File: config.mk
export PLATFORM = sky130hd
export DESIGN_NAME = fnn_layer_seq
export DESIGN_NICKNAME = d
export VERILOG_FILES = /design/src/rtl/fnn_layer_seq.sv
export SDC_FILE = /design/constraint.sdc
export NUM_CORES = 2
export LEC_CHECK = 0
export CAP_MARGIN = 20
export CORE_UTILIZATION = 52
export CTS_CLUSTER_DIAMETER = 60
export DETAILED_ROUTE_END_ITERATION = 8
export PLACE_DENSITY = 0.76
export SYNTH_ARGS = -nofsm -noshare
export SYNTH_HDL_FRONTEND = slang
export SYNTH_SLANG_ARGS = --single-unit
File: constraint.sdc
create_clock -name clk -period 4.6 [get_ports clk]
set_input_delay 0.92 -clock clk [delete_from_list [all_inputs] [get_ports clk]]
set_output_delay 0.92 -clock clk [all_outputs]
set_load 0.005 [all_outputs]
File: src/rtl/fnn_layer_seq.sv
// Layer sequencer: buffers one input vector, broadcasts it to a neuron array, collects results, streams them out.
// Optional FNN_SEQ_TIMEOUT_EN bounds the WAIT state and flags err when a neuron never answers.
module fnn_layer_seq #(
  parameter int NUM_INPUTS     = 30,
  parameter int NUM_NEURONS    = 30,
  parameter int DATA_WIDTH     = 16,
  parameter int TIMEOUT_CYCLES = 256
) (
  input  logic                              clk,
  input  logic                              rst,
  input  logic [DATA_WIDTH-1:0]             in_data,
  input  logic                              in_valid,
  output logic                              in_ready,
  output logic [DATA_WIDTH-1:0]             nrn_data,
  output logic                              nrn_valid,
  input  logic [NUM_NEURONS*DATA_WIDTH-1:0] nrn_out,
  input  logic [NUM_NEURONS-1:0]            nrn_outvalid,
  output logic [DATA_WIDTH-1:0]             out_data,
  output logic                              out_valid,
  input  logic                              out_ready,
  output logic                              out_last,
  output logic                              busy,
  output logic                              err
);

  localparam int IW = $clog2(NUM_INPUTS + 1);
  localparam int NW = $clog2(NUM_NEURONS + 1);
  localparam logic [IW-1:0] IN_LAST  = IW'(NUM_INPUTS - 1);
  localparam logic [IW-1:0] IN_END   = IW'(NUM_INPUTS);
  localparam logic [NW-1:0] NRN_LAST = NW'(NUM_NEURONS - 1);

  typedef enum logic [1:0] {LOAD, FEED, WAIT, DRAIN} state_t;

  state_t state, state_nxt;

  logic [DATA_WIDTH-1:0] buffer [NUM_INPUTS];
  logic [DATA_WIDTH-1:0] cap [NUM_NEURONS];
  logic [DATA_WIDTH-1:0] cap_nxt [NUM_NEURONS];
  logic [NUM_NEURONS-1:0] cv, cv_nxt;

  logic [IW-1:0] in_cnt, in_cnt_nxt;
  logic [IW-1:0] feed_cnt, feed_cnt_nxt;
  logic [NW-1:0] out_idx, out_idx_nxt, idx_inc;

  logic                  wr_en, go_drain;
  logic                  in_ready_nxt, nrn_valid_nxt, out_valid_nxt, out_last_nxt, busy_nxt;
  logic [DATA_WIDTH-1:0] nrn_data_nxt, out_data_nxt;

`ifdef FNN_SEQ_TIMEOUT_EN
  localparam int TW = $clog2(TIMEOUT_CYCLES + 1);
  localparam logic [TW-1:0] TO_LAST = TW'(TIMEOUT_CYCLES - 1);
  logic [TW-1:0] wait_cnt, wait_cnt_nxt;
  logic          err_nxt;
`else
  assign err = 1'b0;
`endif

  // Slots that never reported (timeout path) are emitted as zero.
  function automatic logic [DATA_WIDTH-1:0] slot(input logic vld, input logic [DATA_WIDTH-1:0] val);
    return vld ? val : '0;
  endfunction

  always_comb begin
    state_nxt     = state;
    in_cnt_nxt    = in_cnt;
    feed_cnt_nxt  = feed_cnt;
    out_idx_nxt   = out_idx;
    idx_inc       = out_idx + NW'(1);
    cap_nxt       = cap;
    cv_nxt        = cv;
    wr_en         = 1'b0;
    go_drain      = 1'b0;
    in_ready_nxt  = 1'b0;
    nrn_valid_nxt = 1'b0;
    nrn_data_nxt  = nrn_data;
    out_valid_nxt = out_valid;
    out_data_nxt  = out_data;
    out_last_nxt  = out_last;
`ifdef FNN_SEQ_TIMEOUT_EN
    wait_cnt_nxt  = wait_cnt;
    err_nxt       = err;
`endif

    if (state == FEED || state == WAIT) begin
      for (int k = 0; k < NUM_NEURONS; k++) begin
        if (nrn_outvalid[k] && !cv[k]) begin
          cap_nxt[k] = nrn_out[k*DATA_WIDTH +: DATA_WIDTH];
          cv_nxt[k]  = 1'b1;
        end
      end
    end

    case (state)
      LOAD: begin
        in_ready_nxt = 1'b1;
        if (in_valid && in_ready) begin
          wr_en = 1'b1;
          if (in_cnt == IN_LAST) begin
            state_nxt     = FEED;
            in_cnt_nxt    = '0;
            in_ready_nxt  = 1'b0;
            nrn_valid_nxt = 1'b1;
            // A single-element vector is still in flight to the buffer this cycle.
            nrn_data_nxt  = (NUM_INPUTS == 1) ? in_data : buffer[0];
            feed_cnt_nxt  = IW'(1);
          end else begin
            in_cnt_nxt = in_cnt + IW'(1);
          end
        end
      end
      FEED: begin
        if (feed_cnt == IN_END) begin
          state_nxt    = WAIT;
          feed_cnt_nxt = '0;
        end else begin
          nrn_valid_nxt = 1'b1;
          nrn_data_nxt  = buffer[feed_cnt];
          feed_cnt_nxt  = feed_cnt + IW'(1);
        end
      end
      WAIT: begin
        if (&cv_nxt) begin
          go_drain = 1'b1;
        end
`ifdef FNN_SEQ_TIMEOUT_EN
        else if (wait_cnt == TO_LAST) begin
          go_drain = 1'b1;
          err_nxt  = 1'b1;
        end else begin
          wait_cnt_nxt = wait_cnt + TW'(1);
        end
        if (go_drain) wait_cnt_nxt = '0;
`endif
        if (go_drain) begin
          state_nxt     = DRAIN;
          out_idx_nxt   = '0;
          out_valid_nxt = 1'b1;
          out_data_nxt  = slot(cv_nxt[0], cap_nxt[0]);
          out_last_nxt  = (NUM_NEURONS == 1);
        end
      end
      DRAIN: begin
        if (out_ready) begin
          if (out_last) begin
            state_nxt     = LOAD;
            out_idx_nxt   = '0;
            out_valid_nxt = 1'b0;
            out_last_nxt  = 1'b0;
            out_data_nxt  = '0;
            in_ready_nxt  = 1'b1;
            cv_nxt        = '0;
          end else begin
            out_idx_nxt  = idx_inc;
            out_data_nxt = slot(cv[idx_inc], cap[idx_inc]);
            out_last_nxt = (idx_inc == NRN_LAST);
          end
        end
      end
      default: state_nxt = LOAD;
    endcase

    busy_nxt = (state_nxt != LOAD);
  end

  always_ff @(posedge clk) begin
    if (wr_en) buffer[in_cnt] <= in_data;
  end

  always_ff @(posedge clk) begin
    if (rst) begin
      state     <= LOAD;
      in_cnt    <= '0;
      feed_cnt  <= '0;
      out_idx   <= '0;
      cv        <= '0;
      in_ready  <= 1'b0;
      nrn_valid <= 1'b0;
      nrn_data  <= '0;
      out_valid <= 1'b0;
      out_data  <= '0;
      out_last  <= 1'b0;
      busy      <= 1'b0;
      for (int k = 0; k < NUM_NEURONS; k++) cap[k] <= '0;
`ifdef FNN_SEQ_TIMEOUT_EN
      wait_cnt  <= '0;
      err       <= 1'b0;
`endif
    end else begin
      state     <= state_nxt;
      in_cnt    <= in_cnt_nxt;
      feed_cnt  <= feed_cnt_nxt;
      out_idx   <= out_idx_nxt;
      cv        <= cv_nxt;
      in_ready  <= in_ready_nxt;
      nrn_valid <= nrn_valid_nxt;
      nrn_data  <= nrn_data_nxt;
      out_valid <= out_valid_nxt;
      out_data  <= out_data_nxt;
      out_last  <= out_last_nxt;
      busy      <= busy_nxt;
      for (int k = 0; k < NUM_NEURONS; k++) cap[k] <= cap_nxt[k];
`ifdef FNN_SEQ_TIMEOUT_EN
      wait_cnt  <= wait_cnt_nxt;
      err       <= err_nxt;
`endif
    end
  end

endmodule
# [Yosys cells after proc, flatten, opt, wreduce, memory -nomap -nowiden]
# Memories as Yosys holds them, arrays and structs flattened. A register that Yosys moved wholly into a read port is not among the register bits.
# Index checks and enable logic that the tools add are counted.
[word_totals] ram_bits=480 register_bits=564 memories=1 output_inout_bits=38 in_bits=530 elab_cells=283
[mem_list] name="buffer" words=30 word_bits=16 rd=2 rd_ports_with_merged_regs=1 wr=1 line_no="36" source="logic [DATA_WIDTH-1:0] buffer [NUM_INPUTS];"
[classes] order_cmp=2 bitwise=1 eq_ne=12 muxes=121 reduce_logical=101 add_sub_neg=3
[op_table] cell="$mux W16" count=40
[op_table] cell="$mux W480" count=1
[op_table] cell="$mux W30" count=4
[op_table] cell="$bmux W16 S5" count=1
[op_table] cell="$pmux W16 S2" count=2
[op_table] cell="$reduce_and A2 Y1" count=30
[op_table] cell="$mux W1" count=50
[op_table] cell="$mux W5" count=9
[op_table] cell="$logic_and A1 B1 Y1" count=31
[op_table] cell="$logic_not A1 Y1" count=30
[op_table] cell="$reduce_and A30 Y1" count=1
[op_table] cell="$pmux W5 S2" count=2
[op_table] cell="$add A5 B1 Y5 const B" count=3
[op_table] cell="$eq A5 B5 Y1 const B" count=3
[op_table] cell="$mux W2" count=6
[op_table] cell="$ne A2 B2 Y1 const B" count=5
[op_table] cell="$pmux W1 S2" count=4
[op_table] cell="$pmux W2 S4" count=1
[op_table] cell="$reduce_and A4 Y1" count=2
[op_table] cell="$ge A6 B6 Y1 const B" count=1
[op_table] cell="$lt A5 B6 Y1 const B" count=1
[op_table] cell="$not A5 Y6" count=1
[op_table] cell="$reduce_and A3 Y1" count=2
[op_table] cell="$reduce_bool A2 Y1" count=3
[op_table] cell="other kinds (6)" count=7

# [Logic depth before layout (Yosys ltp)]
[depth] depth_word=10 mapped_depth=16 mapped_depth_nobuf=9

# [Least setup slack after synthesis]
# No wires, ideal clock.
[synth_timing] path_kind="reg2reg" start="register out_idx[0]" end="register out_data[8]" slack_ns=1.478 path_stages_with_launch=15 arrival_ns=2.987 synth_period_minus_slack_ns=3.122 required_time_ns=4.465 setup_ns=0.135 path_buffers=7 cell_sequence="dfxtp_1 buf_6 buf_8 buf_8 buf_6 buf_6 inv_1 ha_1 buf_4 buf_2 mux4_2 mux2i_1 a221oi_1 a211oi_2 nor3_2"
[synth_between] elab_chain_len=9 word_cells_on_any_way=11 classes_between="add/sub (1); mux (9); bitwise (1)"
[synth_lines] element="from (decl)" line_no="43" source="logic [NW-1:0] out_idx, out_idx_nxt, idx_inc;"
[synth_lines] element="from (signal assigned)" line_no="192" source="out_idx <= out_idx_nxt;"
[synth_lines] element="$add A5 B1 Y5 *" line_no="68" source="idx_inc = out_idx + NW'(1);"
[synth_lines] element="$not A5 Y6 (implied by the code)" line_no="154" source="out_data_nxt = slot(cv[idx_inc], cap[idx_inc]);"
[synth_lines] element="$bmux W16 S5" line_no="154"
[synth_lines] element="$mux W16 (implied by the code) (2 in a row)" line_no="154"
[synth_lines] element="$mux W16 *" line_no="60" source="return vld ? val : '0;"
[synth_lines] element="$mux W16 *" line_no="144" source="if (out_last) begin"
[synth_lines] element="$mux W16 *" line_no="143" source="if (out_ready) begin"
[synth_lines] element="$pmux W16 S2 *" line_no="93" source="case (state)"
[synth_lines] element="to (signal assigned)" line_no="198" source="out_data <= out_data_nxt;"
[synth_lines] element="to (decl)" line_no="18" source="output logic [DATA_WIDTH-1:0] out_data,"
# Mark *: on every way between the ends. The rest lies on a longest branch, timed or not. The select of a mux whose other input is x is not followed.
# A chain may end at the register's enable or synchronous reset.

# [Final worst setup path]
[layout_timing] start="register out_idx[0]" end="register out_data[11]"
# The elaborated chain is that of the path after synthesis.

==> impl_metrics.tcl <==
set metrics [dict create \
    grt_pass1_vias 31659 \
    cts_tree "built" \
    coreArea_mm2 0.0821 \
    r2r-end "out_data[11]$_SDFFE_PP0P_" \
    async_flop_share_pct 0 \
    worstPathArrival_ps 4280 \
    postCtsSetupBuffers 0 \
    clk_pin_slew_worst_paths_ps 60 \
    nNetsFinal 4727 \
    grt_max_degree 129 \
    tns_ps 0 \
    grt_use_total_pct 34.3 \
    cp_max_fo 44 \
    grt_overflow 0 \
    syn_inst 3680 \
    cp_data_required_time_ps 5190 \
    r2r_setup_slack_ps 910 \
    fmax_ghz 0.271 \
    clk_path_buf_depth 3 \
    hold_buffers 0 \
    ys_types 57 \
    drv_slew 0 \
    ant_nets 0 \
    cts.sinks 1049 \
    synth_edf_count 480 \
    drc 0 \
    antenna_found_initial 30 \
    first_pass_iters 6 \
    rr_startpoint "out_idx[0]$_SDFFE_PP0P_" \
    slew_headroom_pct 21.3 \
    yosys_warnings 0 \
    p_sw_mw 4.62 \
    ir_drop_mv 0.388 \
    grt_pass1_wl_mm 212 \
    synth_area_mm2 0.0432 \
    worst_pin_slew_ps 1180 \
    gp_congestion 0.978 \
    hold_violations 0 \
    internal-power_mw 15.5 \
    reg2reg_depth 9 \
    pwr-share-clk_pct 42.4 \
    final.fill_count 6131 \
    hp-start "cap[302]$_SDFFE_PP0P_" \
    worstSetupPathType "reg -> reg" \
    fin_skew_ps 47.7 \
    finalSetupViolations 0 \
    area_delta_synth_final_pct 23.5 \
    drt_iter0_drc 3393 \
    place.port_buffers 566 \
    seq_area_frac_synth_pct 59.8 \
    power_density_mw_per_mm2 377 \
    start_kind "flop" \
    initial_core_util_pct 52.6 \
    via_count 32600 \
    fin_crit_sh_pct 80.1 \
    period_needed_ps 3690 \
    pwr-share-seq_pct 50.0 \
    cts_buffers 105 \
    die_w_um 290 \
    clockRootBuffer "clkbuf_16" \
    wl_per_cell_um 27.2 \
    die_y_um 290 \
    placementRows 105 \
    end_kind "flop" \
    final_common_cell "nand2_1" \
    worstHoldPathCells 2 \
    cellLeakagePower_nw 17.1 \
    ys.flop_type "dfxtp_1" \
    ioPinCount 568 \
    layout_common_cells "992 x nand2_1, 565 x clkdlybuf4s50_1, 564 x dfxtp_1, 515 x a21oi_1, 480 x edfxtp_1" \
    swShare_pct 23.0 \
    vias_per_cell 6.08 \
    design.die.area_mm2 0.0842 \
    min_to "cap[302]$_SDFFE_PP0P_" \
    place_hpwl_mm 104 \
    htreeDepth 3 \
    ys_ff_latch 1049 \
    routed_wl_mm 146 \
    drive_gt1_share_pct 14.1 \
    hold_class "reg -> reg" \
    syn_nets 4222 \
    total_power_mw 20.1 \
    p_comb_share_pct 7.6 \
    drv_cap 0 \
    cts_resized 0 \
    postSynthAreaPerCell_um2 11.7 \
    outcome "finished clean" \
    clock_latency_ps 690 \
    rsz0062_at_grt "no" \
]
Yosys cell counts, types with 3 or more instances:
cell type | number | share of area [%]
nand2_1 | 992 | 8.6
dfxtp_1 | 569 | 26
a21oi_1 | 515 | 6.0
edfxtp_1 | 480 | 33
mux4_2 | 257 | 13
nor2_1 | 208 | 1.8
clkbuf_1 | 179 | 1.6
mux2i_1 | 76 | 1.8
o22ai_1 | 47 | 0.68
buf_2 | 38 | 0.44
or2_2 | 34 | 0.49
mux2_2 | 30 | 0.78
a221oi_1 | 22 | 0.45
a211oi_1 | 19 | 0.33
buf_4 | 18 | 0.31
nor3_1 | 15 | 0.17
buf_6 | 14 | 0.37
nand3_1 | 13 | 0.15
nand4_1 | 13 | 0.19
ha_1 | 12 | 0.35
nand2b_1 | 12 | 0.17
a211oi_2 | 10 | 0.29
inv_1 | 10 | 0.087
o21ai_0 | 9 | 0.10
o21ai_2 | 8 | 0.16
and3_1 | 7 | 0.10
xor2_1 | 7 | 0.14
a22oi_1 | 6 | 0.10
buf_1 | 6 | 0.052
nand3b_1 | 6 | 0.10
o41ai_1 | 5 | 0.10
or3_1 | 4 | 0.058
a31oi_1 | 3 | 0.043
nor3_2 | 3 | 0.070
nor4_1 | 3 | 0.043
o211ai_1 | 3 | 0.052
state kept, by name (all words and copies together), names as in the netlist, named ones only:
name	cells
state	2
in_ready	1
out_valid	1
buffer	480
out_last	1
nrn_data	16
cap	480
out_data	16
nrn_valid	1
cv	30
in_cnt	5
feed_cnt	5
busy	1
out_idx	5
worst max-delay path, cell delays in order (launching register included):
cell and delay [ps]:
dfxtp_4 370, buf_4 680, nand3_4 250, xor2_2 240, buf_4 290, a221oi_1 80
or3_1 440, o22ai_2 710, nand3b_1 290, o22ai_1 230
cells by family after synthesis:
group	after synthesis	synth area share, %
other cells	1	0.00869
simple gates	1319	12.2
mux	363	16.0
buf+inv	268	2.93
xor+xnor	10	0.281
fa+ha+maj	12	0.348
flops	1049	59.8
compound gates	658	8.53
power groups by stage:
stage	combinational (mW)	clock [mW]	sequential [mW]
after floorplan	0.665	0	10.2
after global placement	1.48	0	10.2
after detailed placement	1.49	0	10.2
after CTS	1.51	8.56	10.0
after global routing	1.61	8.92	10.1
final	1.54	8.51	10.0
stage by stage:
step / hold WS [ps] / instance area (µm²) / util, % / setup WS [ps] / instances
finish: 452 / 53300 / 64.9 / 914 / 5366
global route: 466 / 53300 / 64.9 / 683 / 5349
CTS: 452 / 53200 / 64.7 / 912 / 5333
detailed placement: 444 / 49700 / 60.6 / 921 / 5143
global placement: 439 / 49700 / 60.6 / 989 / 5143
floorplan: 433 / 43200 / - / 1480 / 3680
metal layers:
metal / vias up / GRT usage (%) / routed length [µm]
met2: 1789 / 54.6 / 68900
met5: - / 0 / 78
met1: 16151 / 42.9 / 53000
met3: 377 / 9.19 / 15500
met4: 14 / 18.4 / 8530
li1: 14269 / - / -
cell type report:
cell class | count | area (µm²) | share of cell area [%]
multi-input cells | 2363 | 16100 | 30.3
diodes | 28 | 70.1 | 0.131
repair buffers | 656 | 6490 | 12.2
clock inverters | 41 | 489 | 0.918
flip-flops and latches | 1049 | 25800 | 48.4
clock buffers | 149 | 2930 | 5.50
well taps | 1070 | 1340 | 2.51
inverters | 10 | 37.5 | 0.0704
worst max path at each step:
| stage | from | slack [ps] | cells past startpoint | end |
|---|---|---|---|---|
| finish | out_idx[0]$_SDFFE_PP0P_ | 910 | 9 | out_data[11]$_SDFFE_PP0P_ |
| global route | out_idx[0]$_SDFFE_PP0P_ | 680 | 9 | out_data[11]$_SDFFE_PP0P_ |
| CTS | out_idx[0]$_SDFFE_PP0P_ | 910 | 9 | out_data[11]$_SDFFE_PP0P_ |
| detailed placement | out_idx[0]$_SDFFE_PP0P_ | 920 | 9 | out_data[11]$_SDFFE_PP0P_ |
| global placement | nrn_outvalid[28] | 990 | 9 | out_data[0]$_SDFFE_PP0P_ |
| floorplan | out_idx[0]$_SDFFE_PP0P_ | 1480 | 14 | out_data[8]$_SDFFE_PP0P_ |
Power figures use the tool's default switching activity.
